`config.mk`:
```
export PLATFORM = sky130hd
export DESIGN_NAME = prbs9
export DESIGN_NICKNAME = d
export VERILOG_FILES = /design/src/rtl/ber_checker_pkg.sv /design/src/rtl/ber_checker_prbs9.sv
export SDC_FILE = /design/constraint.sdc
export NUM_CORES = 1
export LEC_CHECK = 0
export BUFFER_PORTS_ARGS = -buffer_cell sky130_fd_sc_hd__buf_2
export CAP_MARGIN = 5
export CORE_AREA = 2 2 39 41
export DETAILED_ROUTE_END_ITERATION = 10
export DIE_AREA = 0 0 41 43
export SLEW_MARGIN = 10
export SYNTH_ARGS = -nofsm -noshare
export SYNTH_HDL_FRONTEND = slang
export SYNTH_SLANG_ARGS = --single-unit
```
`constraint.sdc`:
```
create_clock -name clk -period 1.1 [get_ports clk]
set_input_delay 0.165 -clock clk [delete_from_list [all_inputs] [get_ports clk]]
set_output_delay 0.165 -clock clk [all_outputs]
set_load 0.03 [all_outputs]
```
`src/rtl/ber_checker_pkg.sv`:
```
// Shared types and constants for the BER checker: FSM states, PRBS9 taps and branch seeds.
// Used by ber_checker (optional loss-of-sync build: define BER_LOS_EN) and prbs9.
package ber_checker_pkg;

    typedef enum logic {
        ALIGN  = 1'b0,
        LOCKED = 1'b1
    } ber_state_e;

    localparam int PRBS9_TAP_HI = 8;
    localparam int PRBS9_TAP_LO = 4;

    localparam logic [8:0] SEED_I = 9'h1AA;
    localparam logic [8:0] SEED_Q = 9'h1FE;

    // x^9 + x^5 + 1, shifting towards the MSB, which is the output bit.
    function automatic logic [8:0] prbs9_next(input logic [8:0] r);
        return {r[7:0], r[PRBS9_TAP_HI] ^ r[PRBS9_TAP_LO]};
    endfunction

endpackage

```
`src/rtl/ber_checker_prbs9.sv`:
```
// PRBS9 generator (x^9+x^5+1); advances one step on each clock with i_ctrl high.
// The current output bit is the register MSB.
module prbs9
    import ber_checker_pkg::*;
#(
    parameter logic [8:0] SEED = SEED_I
) (
    input  logic clk,
    input  logic i_reset,
    input  logic i_ctrl,
    output logic o_bit
);

    logic [8:0] lfsr_q;
    logic [8:0] lfsr_d;

    always_comb begin
        lfsr_d = i_ctrl ? prbs9_next(lfsr_q) : lfsr_q;
    end

    // NOTE: state registers use non-blocking assignments only, so every flop
    // samples values from before the edge regardless of block ordering.
    always_ff @(posedge clk) begin
        if (i_reset) begin
            lfsr_q <= SEED;
        end else begin
            lfsr_q <= lfsr_d;
        end
    end

    assign o_bit = lfsr_q[8];

endmodule

```
==> out/results.tsv, run 1 <==
stage	metric	value	unit
outcome	status	complete, no violations	
grt	grt_overflow_total	0	
clock_tree	hold_buffers	0	
sta	fin_crit	0.975	ns
die	ios	4	
die	die_y	43	um
setup_path	path_delay_family	flip-flops	
layout	final_cell_mix	dfxtp_1 (9), nor2b_1 (5), a211o_2 (5)	
sta	tightest_slew	0.286	ns
sta	setup_viol	0	
place	dp_cells	47	
layout	area_delta_synth_final	13.4	%
setup_path	criticalPathCategory	reg -> out	
place	gp_congestion	0.654	
synth	synthesis.area	345	um^2
clock_tree	cts_tree	built	
drt	dr_total_vias	224	
layout	drive_gt1_share	37.1	%
clock_tree	clockBufferDepth	2	
drt	wirelength	467	um
die	start_util	25.0	%
grt	first_global_vias	198	
pwr	power_leakage	0.160	nW
synth	synth_area_leaders	dfxtp_1 (52%), a211o_2 (14%), nor2b_1 (9.1%), mux2i_1 (8.7%), a211oi_2 (3.6%)	
synth	post_synth.cell_area_avg	11.5	um^2
layout	largest_register_ffs	9	
setup_path	crit_buf_inv	1	
clock_tree	path_clk_slew	0.06	ns
sta	finalCritPeriodShare	88.6	%
layout	layout.cells.non_filler	51	
die	coreArea	1380	um^2
setup_path	critPathRequiredTime	0.94	ns
place	portBuffers	3	
min_path	hp-class	in -> reg	
synth	syn_inst	30	
flow_run	cap_violations	0	
drt	dr.pass1.iters	2	
sta	hold_ws	0.187	ns
layout	fin_util	28.3	%
synth	syn_nets	33	
clock_tree	clk_latency	0.26	ns
pwr	power.density	1760	nW/um^2
setup_path	max_stage_delay	0.35	ns
grt	grt_max_degree	16	
die	die_area	1760	um^2
setup_path	crit_path_cell_trace	buf_2	
sta	setup_tns	0	ns
clock_tree	cts_sinks	9	
layout	regMostFlops	lfsr_q	
drt	avgRoutedWirePerCell	9.16	um
layout	reg_top3	lfsr_q (9)	
synth	netlist.area_leader.share	52.2	%
synth	yosysSeqAreaShare	52.2	%
setup_path	worstSetupStartpointType	register	
sta	final_max_slew_viol_count	0	
setup_path	crit_fanout	3	
clock_tree	cts-buffers-inserted	3	
clock_tree	cts_root_buf	clkbuf_4	
layout	num_antenna_cells	0	
synth	yosysUniqueCellTypes	10	
layout	multi_input_area	150	um^2
die	die_w	41	um
synth	ys_ff_latch	9	
setup_path	end_kind	output pin	
sta	maxClockFrequency	1030	MHz
grt	grtUsageTotal	7.04	%
layout	final_common_cell	dfxtp_1	
layout	fillers	142	
die	rows	14	
clock_tree	cts_resized	0	
layout	finalNetCount	39	
layout	regArea	180	um^2
setup_path	worstPathArrival	0.81	ns
drt	drtIter0Drc	5	
sta	rsz0062_at_grt	false	
synth	yosysTopAreaCell	dfxtp_1	
sta	hold_viol	0	
place	dp_slack	0.202	ns
sta	slew_headroom	81.0	%
drt	drc	0	
synth	yosys_warnings	0	
sta	fin_skew	0.00529	ns
place	hpwlAfterDp	300	um
clock_tree	postCtsSetupBuffers	0	
pwr	vdd_ir_drop_max	0.686	mV
grt	grt_pass1_wl	765	um
drt	drt.antenna.violating_nets	0	
clock_tree	h-tree-depth	1	
sta	fin_ws	0.125	ns
grt	grt_antenna_before_repair	0	
setup_path	slowest_stage	dfxtp_1	
drt	via_per_inst	4.39	
Yosys cell counts (all sizes together):
library cell and number:
dfxtp 9, nor2b 5, mux2i 3, nor2 4, xnor2 1, buf 2, a211o 5, a211oi 1
power by group:
part / internal [W] / switching, W / leakage (nW) / total [W]
clock network: 0.000139 / 0.000108 / 0.0150 / 0.000247
logic: 0.0000377 / 0.0000342 / 0.0700 / 0.0000720
registers: 0.000353 / 0.0000154 / 0.0752 / 0.000369
cell type report:
| cell class | instances | area share (%) |
|---|---|---|
| clock buffer | 4 | 6.71 |
| sequential | 9 | 46.0 |
| multi-input combinational | 19 | 38.3 |
| timing repair buffer | 3 | 3.83 |
| tap | 16 | 5.11 |
metal layers:
metal  global-route usage [%]  part of all wire, %
met1                     8.71                   55
met3                     6.28                  5.1
met5                        0                    0
met2                     7.81                   37
met4                     4.00                  2.6
stage by stage:
step | power [W] | cell area (um^2)
finish | 0.000688 | 392
CTS | 0.000701 | 392
floorplan | 0.000436 | 345
detailed placement | 0.000448 | 365
global placement | 0.000447 | 365
global route | 0.000729 | 392
logic make-up after synthesis:
| kind of cell | after synthesis | synth area share, % |
|---|---|---|
| muxes | 3 | 8.70 |
| DFF | 9 | 52.2 |
| AOI/OAI and AO/OA | 6 | 18.1 |
| buffers and inverters | 2 | 4.35 |
| and+or+nand+nor | 9 | 14.1 |
| xor gates and xnor gates | 1 | 2.54 |
final timing paths:
| path | start | end | slack [ns] | cells past startpoint |
|---|---|---|---|---|
| max | lfsr_q[8] | o_bit | 0.12 | 1 |
| min | i_reset | lfsr_q[0] | 0.19 | 2 |
| max reg2reg | lfsr_q[8] | lfsr_q[8] | 0.28 | 2 |
| min reg2reg | lfsr_q[7] | lfsr_q[8] | 0.46 | 1 |
No activity file was read; power rests on OpenSTA's default activity.
==> run 2, diff against run 1 <==
==> constraint.sdc (replaced) <==
create_clock -name clk -period 1 [get_ports clk]
set_input_delay 0.15 -clock clk [delete_from_list [all_inputs] [get_ports clk]]
set_output_delay 0.15 -clock clk [all_outputs]
set_load 0.03 [all_outputs]
==> run 2 against run 1 <==
  * Clock skew decreased by 0.0033 ns
  * Critical path type unchanged
  * Sequential share of layout area decreased by 0.29 points
  * Core utilization increased by 0.18 points
  * Combinational power increased by 13%
  * First-iteration DRC count decreased by 20%
==> out/results.tsv, run 2 (synthesis gave the netlist of run 1 again) <==
stage	metric	value	unit	change
clock_tree	cts-buffers-inserted	3		unchanged
sta	fin_crit	0.934	ns	
clock_tree	postCtsSetupBuffers	0		unchanged
sta	finalCritPeriodShare	93.4	%	
sta	tightest_slew	0.290	ns	was 0.286 ns
setup_path	crit_fanout	3		unchanged
grt	grt_max_degree	16		unchanged
setup_path	max_stage_delay	0.35	ns	about the same
min_path	worst_hold_path.endpoint	lfsr_q[0]		unchanged
die	coreArea	1380	um^2	unchanged
sta	slew_headroom	80.7	%	was 81.0%
outcome	status	complete, no violations		unchanged
sta	fin_skew	0.00204	ns	was 0.00529 ns
drt	avgRoutedWirePerCell	8.98	um	was 9.16 um
die	ios	4		unchanged
layout	area_delta_synth_final	14.1	%	was 13.4%
setup_path	end_kind	output pin		unchanged
place	portBuffers	3		unchanged
grt	grtUsageTotal	7.87	%	was 7.04%
pwr	power_leakage	0.162	nW	was 0.160 nW
clock_tree	h-tree-depth	1		unchanged
place	dp_cells	47		unchanged
sta	final_max_slew_viol_count	0		unchanged
setup_path	slowest_stage	dfxtp_1		unchanged
setup_path	timing.rr.start	lfsr_q[8]		unchanged
place	placed_cell_area	365	um^2	unchanged
place	hpwlAfterDp	320	um	was 300 um
die	rows	14		unchanged
clock_tree	clk_latency	0.26	ns	about the same
layout	layout.cells.non_filler	51		unchanged
clock_tree	clockBufferDepth	2		unchanged
min_path	holdPathStages	2		unchanged
clock_tree	hold_buffers	0		unchanged
layout	design_area	394	um^2	was 392 um^2
setup_path	crit_path_cell_trace	buf_4		was buf_2
sta	maxClockFrequency	1070	MHz	
flow_run	cap_violations	0		unchanged
place	gp_congestion	0.625		was 0.654
sta	hold_viol	0		unchanged
layout	largest_register_ffs	9		unchanged
setup_path	crit_buf_inv	1		unchanged
layout	final_common_cell	dfxtp_1		unchanged
grt	grt_pass1_wl	821	um	was 765 um
drt	drt.antenna.violating_nets	0		unchanged
setup_path	criticalPathCategory	reg -> out		unchanged
die	die_area	1760	um^2	unchanged
drt	drtIter0Drc	4		was 5
clock_tree	path_clk_slew	0.06	ns	about the same
pwr	vdd_ir_drop_max	0.592	mV	was 0.686 mV
setup_path	path_delay_family	flip-flops		unchanged
grt	first_global_vias	204		was 198
drt	drc	0		unchanged
drt	dr.pass1.iters	2		unchanged
clock_tree	cts_tree	built		unchanged
grt	grt_antenna_before_repair	0		unchanged
drt	via_per_inst	4.12		was 4.39
setup_path	critPathRequiredTime	0.85	ns	was 0.94 ns
clock_tree	cts_root_buf	clkbuf_4		unchanged
layout	finalNetCount	39		unchanged
die	die_w	41	um	unchanged
sta	setup_viol	0		unchanged
sta	setup_tns	0	ns	unchanged
clock_tree	cts_sinks	9		unchanged
drt	wirelength	458	um	was 467 um
drt	dr_total_vias	210		was 224
setup_path	reg2reg_depth	2		unchanged
setup_path	r2r-end	lfsr_q[8]		unchanged
min_path	min_from	i_reset		unchanged
grt	grt_overflow_total	0		unchanged
layout	reg_top3	lfsr_q (9)		unchanged
die	die_y	43	um	unchanged
sta	rsz0062_at_grt	false		unchanged
setup_path	worstPathArrival	0.78	ns	was 0.81 ns
setup_path	r2r_slack	0.18	ns	was 0.28 ns
layout	num_antenna_cells	0		unchanged
layout	drive_gt1_share	37.1	%	unchanged
layout	regMostFlops	lfsr_q		unchanged
layout	final_cell_mix	dfxtp_1 (9), nor2b_1 (5), a211o_2 (5)		unchanged
setup_path	worstSetupStartpointType	register		unchanged
die	start_util	25.0	%	unchanged
pwr	power.density	1940	nW/um^2	was 1760 nW/um^2
min_path	hp-class	in -> reg		unchanged
setup_path	worst-path-stages	1		unchanged
-- run 2: worst max-delay path by stage --
stage,from,to,slack (ns)
final,lfsr_q[8],o_bit,0.07
after global routing,lfsr_q[8],o_bit,0.02
after CTS,lfsr_q[8],o_bit,0.02
after detailed placement,i_ctrl,lfsr_q[3],0.11
after global placement,i_ctrl,lfsr_q[5],0.13
after floorplan,lfsr_q[8],lfsr_q[8],0.06
-- run 2: repair_timing --
item,4_1_cts,5_1_grt
endpoints found under the hold margin,0,0
gates resized for setup,0,2
setup endpoints to repair,0,1
-- run 2: metal layers --
metal / GRT usage, % / wire length [um] / part of all wire, %
met4: 10.0 / 25 / 5.5
met3: 4.71 / 22 / 4.8
met1: 9.48 / 232 / 51
met2: 7.81 / 178 / 39
met5: 0 / 0 / 0
-- run 2: final cells by class --
cell class	instances	area (um^2)
Fill cell	150	990
Clock buffer	4	26.3
Tap cell	16	20.0
Timing Repair Buffer	3	17.5
Sequential cell	9	180
Multi-Input combinational cell	19	150
-- run 2: power by group --
group	switching, W	internal, W	total [W]	leakage, nW
Sequential	0.0000167	0.000389	0.000406	0.0752
Clock	0.000123	0.000153	0.000276	0.0150
Combinational	0.0000380	0.0000430	0.0000810	0.0714
Total	0.000177	0.000585	0.000763	0.162
-- run 2: per-stage QoR --
stage	total power [W]	setup WS (ns)	hold WS (ns)	util (%)
2_1_floorplan	0.000479	0.0639	0.356	-
3_3_place_gp	0.000492	0.132	0.443	26.4
3_5_place_dp	0.000494	0.111	0.440	26.4
4_1_cts	0.000773	0.0221	0.160	28.3
5_1_grt	0.000814	0.0212	0.167	28.5
6_report	0.000763	0.0656	0.167	28.5
